## config.mk

```make
export PLATFORM = sky130hd
export DESIGN_NAME = note_hit_judge
export DESIGN_NICKNAME = d
export VERILOG_FILES = /design/src/rtl/note_game_pkg.sv /design/src/rtl/note_hit_judge_lane_debouncer.sv /design/src/rtl/note_hit_judge.sv
export SDC_FILE = /design/constraint.sdc
export NUM_CORES = 1
export LEC_CHECK = 0
export CAP_MARGIN = 0
export CORE_ASPECT_RATIO = 2
export CORE_UTILIZATION = 30
export DETAILED_ROUTE_END_ITERATION = 12
export PLACE_DENSITY = 0.48
export SYNTH_ARGS = -nofsm -noshare
export SYNTH_HDL_FRONTEND = slang
export SYNTH_SLANG_ARGS = --single-unit
```

## constraint.sdc

```tcl
create_clock -name board_clk -period 7.8 [get_ports board_clk]
set_input_delay 1.56 -clock board_clk [delete_from_list [all_inputs] [get_ports board_clk]]
set_output_delay 1.56 -clock board_clk [all_outputs]
set_load 0.02 [all_outputs]
```

## src/rtl/note_game_pkg.sv

```systemverilog
// Shared game encodings and lane constants for the rhythm-game judge.
package note_game_pkg;

  localparam int NUM_LANES = 3;
  localparam int LANE_R    = 2;
  localparam int LANE_G    = 1;
  localparam int LANE_B    = 0;

  typedef enum logic [1:0] {
    ST_IDLE = 2'b00,
    ST_PLAY = 2'b01,
    ST_DONE = 2'b11
  } game_state_e;

  function automatic logic [1:0] lane_count(input logic [NUM_LANES-1:0] mask);
    lane_count = {1'b0, mask[LANE_R]} + {1'b0, mask[LANE_G]} + {1'b0, mask[LANE_B]};
  endfunction

endpackage

```

## src/rtl/note_hit_judge_lane_debouncer.sv

```systemverilog
// One lane button: 2-FF synchronizer, stable-count debouncer, registered press strobe.
module lane_debouncer #(
  parameter int DEBOUNCE_CYCLES = 500000
) (
  input  logic board_clk,
  input  logic reset,
  input  logic i_btn,
  output logic o_press
);

  localparam int CW = (DEBOUNCE_CYCLES > 1) ? $clog2(DEBOUNCE_CYCLES) : 1;
  localparam logic [CW-1:0] CNT_LAST = CW'(DEBOUNCE_CYCLES - 1);

  logic          r_sync1;
  logic          r_sync2;
  logic          r_level;
  logic          r_press;
  logic [CW-1:0] r_cnt;

  // Press strobe is registered alongside the level flip so the judge sees it next cycle.
  always_ff @(posedge board_clk or posedge reset) begin
    if (reset) begin
      r_sync1 <= 1'b0;
      r_sync2 <= 1'b0;
      r_level <= 1'b0;
      r_press <= 1'b0;
      r_cnt   <= '0;
    end else begin
      r_sync1 <= i_btn;
      r_sync2 <= r_sync1;
      r_press <= 1'b0;
      if (r_sync2 != r_level) begin
        if (r_cnt == CNT_LAST) begin
          r_level <= r_sync2;
          r_press <= r_sync2;
          r_cnt   <= '0;
        end else begin
          r_cnt <= r_cnt + 1'b1;
        end
      end else begin
        r_cnt <= '0;
      end
    end
  end

  assign o_press = r_press;

endmodule

```

## src/rtl/note_hit_judge.sv

```systemverilog
// Hit/miss judge and score keeper for the three-lane rhythm game.
// Optional ghost-press penalty: define NOTE_HIT_JUDGE_GHOST_PENALTY_EN.
module note_hit_judge
  import note_game_pkg::*;
#(
  parameter int TARGET_Y        = 400,
  parameter int WINDOW          = 12,
  parameter int DEBOUNCE_CYCLES = 500000,
  parameter int SCORE_MAX       = 99,
  parameter int MISS_MAX        = 10
) (
  input  logic                 board_clk,
  input  logic                 reset,
  input  logic                 start,
  input  logic [NUM_LANES-1:0] btn_lane,
  input  logic                 note_new,
  input  logic [NUM_LANES-1:0] note_lanes,
  input  logic [9:0]           note_y,
  output logic [6:0]           score,
  output logic [3:0]           miss_count,
  output logic [1:0]           state,
  output logic [NUM_LANES-1:0] hit_pulse,
  output logic                 miss_pulse
);

  localparam logic [10:0] WIN_HI    = 11'(TARGET_Y + WINDOW);
  localparam logic [10:0] WIN_LO    = (TARGET_Y > WINDOW) ? 11'(TARGET_Y - WINDOW) : 11'd0;
  localparam logic [7:0]  SCORE_LIM = 8'(SCORE_MAX);
  localparam logic [4:0]  MISS_LIM  = 5'(MISS_MAX);

  game_state_e          r_state;
  logic                 r_start_s1;
  logic                 r_start_s2;
  logic [6:0]           r_score;
  logic [3:0]           r_miss;
  logic [NUM_LANES-1:0] r_pending;
  logic [NUM_LANES-1:0] r_hit_pulse;
  logic                 r_miss_pulse;

  logic [NUM_LANES-1:0] w_press;
  logic [10:0]          w_y;
  logic                 w_in_win;
  logic                 w_late;
  logic [NUM_LANES-1:0] w_hit;
  logic                 w_note_miss;
  logic                 w_ghost;
  logic                 w_miss;
  logic [7:0]           w_score_sum;
  logic [6:0]           w_score_nx;
  logic [4:0]           w_miss_sum;
  logic [3:0]           w_miss_nx;
  logic [NUM_LANES-1:0] w_pend_nx;

  for (genvar l = 0; l < NUM_LANES; l++) begin : g_lane
    lane_debouncer #(
      .DEBOUNCE_CYCLES(DEBOUNCE_CYCLES)
    ) u_debouncer (
      .board_clk(board_clk),
      .reset    (reset),
      .i_btn    (btn_lane[l]),
      .o_press  (w_press[l])
    );
  end

  always_ff @(posedge board_clk or posedge reset) begin
    if (reset) begin
      r_start_s1 <= 1'b0;
      r_start_s2 <= 1'b0;
    end else begin
      r_start_s1 <= start;
      r_start_s2 <= r_start_s1;
    end
  end

  always_comb begin
    w_y         = {1'b0, note_y};
    w_in_win    = (w_y >= WIN_LO) && (w_y <= WIN_HI);
    w_late      = (w_y > WIN_HI);
    w_hit       = w_press & r_pending & {NUM_LANES{w_in_win}};
    w_note_miss = (|r_pending) && w_late;
`ifdef NOTE_HIT_JUDGE_GHOST_PENALTY_EN
    w_ghost     = |(w_press & ~w_hit);
`else
    w_ghost     = 1'b0;
`endif
    // A late note and a ghost press in the same cycle still count as one miss.
    w_miss      = w_note_miss | w_ghost;

    w_score_sum = {1'b0, r_score} + 8'(lane_count(w_hit));
    w_score_nx  = (w_score_sum >= SCORE_LIM) ? SCORE_LIM[6:0] : w_score_sum[6:0];
    w_miss_sum  = {1'b0, r_miss} + 5'(w_miss);
    w_miss_nx   = (w_miss_sum >= MISS_LIM) ? MISS_LIM[3:0] : w_miss_sum[3:0];

    // Miss clears against the old mask first; a new note then overwrites it.
    w_pend_nx = r_pending & ~w_hit;
    if (w_note_miss) w_pend_nx = '0;
    if (note_new)    w_pend_nx = note_lanes;
  end

  always_ff @(posedge board_clk or posedge reset) begin
    if (reset) begin
      r_state      <= ST_IDLE;
      r_score      <= '0;
      r_miss       <= '0;
      r_pending    <= '0;
      r_hit_pulse  <= '0;
      r_miss_pulse <= 1'b0;
    end else begin
      r_hit_pulse  <= '0;
      r_miss_pulse <= 1'b0;
      case (r_state)
        ST_IDLE: begin
          if (r_start_s2) begin
            r_state   <= ST_PLAY;
            r_score   <= '0;
            r_miss    <= '0;
            r_pending <= '0;
          end
        end
        ST_PLAY: begin
          if (!r_start_s2) begin
            r_state   <= ST_IDLE;
            r_pending <= '0;
          end else begin
            r_hit_pulse  <= w_hit;
            r_miss_pulse <= w_miss;
            r_score      <= w_score_nx;
            r_miss       <= w_miss_nx;
            r_pending    <= w_pend_nx;
            if ((8'(w_score_nx) == SCORE_LIM) || (5'(w_miss_nx) == MISS_LIM)) begin
              r_state   <= ST_DONE;
              r_pending <= '0;
            end
          end
        end
        ST_DONE: begin
          if (!r_start_s2) r_state <= ST_IDLE;
        end
        default: r_state <= ST_IDLE;
      endcase
    end
  end

  assign score      = r_score;
  assign miss_count = r_miss;
  assign state      = r_state;
  assign hit_pulse  = r_hit_pulse;
  assign miss_pulse = r_miss_pulse;

endmodule

```

==> results_dict.tcl <==
set metrics [dict create \
    min_path_type "reg -> reg" \
    finalHoldViolCount 0 \
    rsz0062_at_grt "no" \
    yosysUniqueCellTypes 54 \
    finClkSkew_ns 0.0107 \
    peakVddDrop_v 0.000105 \
    detail-route-antenna-nets 0 \
    synth.avg_cell_area_sq_um 10.1 \
    power_density_nw_per_um2 190 \
    final_cell_mix "91 x dfrtp_1, 81 x nor2_1, 36 x clkdlybuf4s50_1" \
    cp-start-kind "input pin" \
    postSynthCellCount 441 \
    worstPathCellList "clkdlybuf4s50_1 > and3_1 > nor4_1 > o221a_2 > and3_1 > fa_1 > ha_1 > inv_1 > fa_1 > nor3b_1 > a31oi_1 > o311ai_4 > nand3_4 > nor3b_2 > a221o_1" \
    crit_arrival_ns 5.40 \
    die_area_sq_um 15400 \
    setup_tns_ns 0 \
    n_antenna_cell 0 \
    synthFlopType "dfrtp_1" \
    regArea_sq_um 2280 \
    top_register "g_lane.u_debouncer.r_cnt" \
    max_stage_delay_ns 0.51 \
    min_path_cells 0 \
    min_period_ns 5.19 \
    cts_max_path_buffers 2 \
    postCtsSetupRepairBufs 0 \
    wl_um 9540 \
    clk_pin_slew_ns 0.06 \
    via_per_inst 4.77 \
    path_max_fanout 8 \
    grt_pass1_vias 3364 \
    io-pin-count 37 \
    critical-path-slowest-cell "fa_1" \
    vias 3223 \
    setup_viol 0 \
    rows 62 \
    r2r_start "r_pending[0]$_DFFE_PP0P_" \
    crit_path_start "note_y[7]" \
    ys_seq_area_share_pct 51.0 \
    dp_slack_ns 2.26 \
    globalRouteTotalUtil_pct 13.6 \
    port_buffers 36 \
    initial_core_util_pct 31.0 \
    wl_per_cell_um 14.1 \
    setup_slack_ns 2.61 \
    coreArea_sq_um 14400 \
    worstMarginPinSlew_ns 0.940 \
    path_class "in -> reg" \
    cts_buffers 9 \
    finalMaxSlewViolations 0 \
    n_fill_cell 1466 \
    place.gp.congestion 0.766 \
    hold_start "g_lane[2].u_debouncer.r_sync1$_DFF_PP0_" \
    grt_max_degree 48 \
    drtIter0Drc 153 \
    gr-total-overflow 0 \
    grt_pass1_wl_um 16100 \
    final_area_sq_um 5350 \
    drv_cap 0 \
    synth_seq_cells 91 \
    relSlewSlack_pct 37.2 \
    die_w_um 88.3 \
    dp_hpwl_um 6890 \
    outcome "finished clean" \
    synth_edf_count 0 \
    required_ns 8.02 \
    p_leak_uw 0.00229 \
    detail_route.first_pass.iterations 6 \
    cts_max_level 3 \
    period_share_pct 66.5 \
    fmax_mhz 193 \
    synth_area_sq_um 4470 \
    syn-num-nets 470 \
    antenna_found_initial 0 \
    dpl_cell_area_sq_um 5030 \
    cts_tree "built" \
    cts_resized 0 \
    yosysWarnings 0 \
    fin_util_pct 37.1 \
    drc 0 \
    final_net_count 508 \
    multiInputGateArea_sq_um 2100 \
    die_h_um 175 \
    clock_sink_count 91 \
    ctsHoldBuffers 0 \
    cts_root_buffer "clkbuf_16" \
    syn2layout_area_growth_pct 19.8 \
    final_common_cell "dfrtp_1" \
    clock_latency_ns 0.34 \
    largest_reg_flops 57 \
    reg2reg_depth 11 \
    cp-end-kind "flip-flop" \
    drive_gt1_share_pct 7.64 \
    async_reset_ff_share_pct 100 \
]
## per-stage QoR
step / hold WS (ns) / std cells / power [uW]
after floorplan: 0.331 / 441 / 529
after global placement: 0.337 / 660 / 554
after detailed placement: 0.340 / 660 / 555
after CTS: 0.354 / 676 / 1030
after global routing: 0.368 / 676 / 1060
final: 0.352 / 676 / 1020
## cell type report
cell class                 instances  share of cell area (%)
multi-input combinational        328                    39.2
inverter                          12                   0.865
timing repair buffer              37                    6.87
clock buffer                       9                    4.21
clock inverter                     7                    1.85
tap                              192                    4.49
sequential                        91                    42.5
## logic make-up (layout without fill, tap and decap cells)
| kind of cell | count (synthesis) | after routing | synth area share [%] |
|---|---|---|---|
| AND/OR/NAND/NOR | 218 | 218 | 24.5 |
| flip-flops | 91 | 91 | 51.0 |
| XOR/XNOR | 55 | 55 | 10.8 |
| AO/OA/AOI/OAI | 42 | 42 | 7.76 |
| buffers and inverters | 22 | 65 | 2.13 |
| adder cells (fa/ha/maj) | 9 | 9 | 2.86 |
| multiplexers | 4 | 4 | 1.01 |
## cell usage after synthesis (2+ instances only)
cell type / number / area share [%]
inv_1: 12 / 1.0
o221a_2: 2 / 0.50
and3b_1: 3 / 0.59
buf_2: 4 / 0.45
nand2_1: 33 / 2.8
and4_1: 3 / 0.59
nor4b_1: 5 / 0.98
ha_1: 7 / 2.0
nand4_1: 9 / 1.3
buf_1: 2 / 0.17
clkbuf_1: 3 / 0.25
fa_1: 2 / 0.90
xnor2_1: 24 / 4.7
nor4_1: 7 / 0.98
nor2_1: 81 / 6.8
nand4b_1: 2 / 0.39
a21o_1: 2 / 0.34
mux2_2: 4 / 1.0
dfrtp_1: 91 / 51
and3_1: 16 / 2.2
nand3_1: 27 / 3.0
xor2_1: 31 / 6.1
nand2b_1: 4 / 0.56
a21oi_1: 8 / 0.90
nor3_1: 12 / 1.3
a221o_1: 3 / 0.67
or2_2: 4 / 0.56
o21ai_0: 9 / 1.0
nor2b_1: 3 / 0.42
a21boi_0: 2 / 0.34
a31oi_1: 3 / 0.42
## worst max-delay path: cells and delay by family
kind / cells / cell delay (ns)
and+or+nand+nor: 6 / 0.88
AOI/OAI and AO/OA: 4 / 1.22
buffers and inverters: 2 / 0.55
adders and majority gates: 3 / 1.17
## final timing paths
kind	endpoint	slack, ns
min in group asynchronous	g_lane[0].u_debouncer.r_cnt[4]$_DFF_PP0_	1.68
max reg2reg	r_pending[2]$_DFFE_PP0P_	4.50
min reg2reg	g_lane[2].u_debouncer.r_sync2$_DFF_PP0_	0.35
max in group asynchronous	g_lane[2].u_debouncer.r_cnt[10]$_DFF_PP0_	5.04
max	r_pending[2]$_DFFE_PP0P_	2.61
min	g_lane[2].u_debouncer.r_sync2$_DFF_PP0_	0.35
## report_power, final
part,internal [uW],switching [uW],total (uW)
Sequential,480,9.08,489
Combinational,23.0,31.7,54.7
Clock,283,190,473
## routing by layer
layer	vias up	GRT usage (%)	wire length, um
li1	1593	-	-
met1	1569	14.8	3880
met2	50	25.1	5240
met3	11	2.13	247
met4	0	5.65	172
met5	-	0	0
Note: power is estimated with default switching activity, not from simulation.
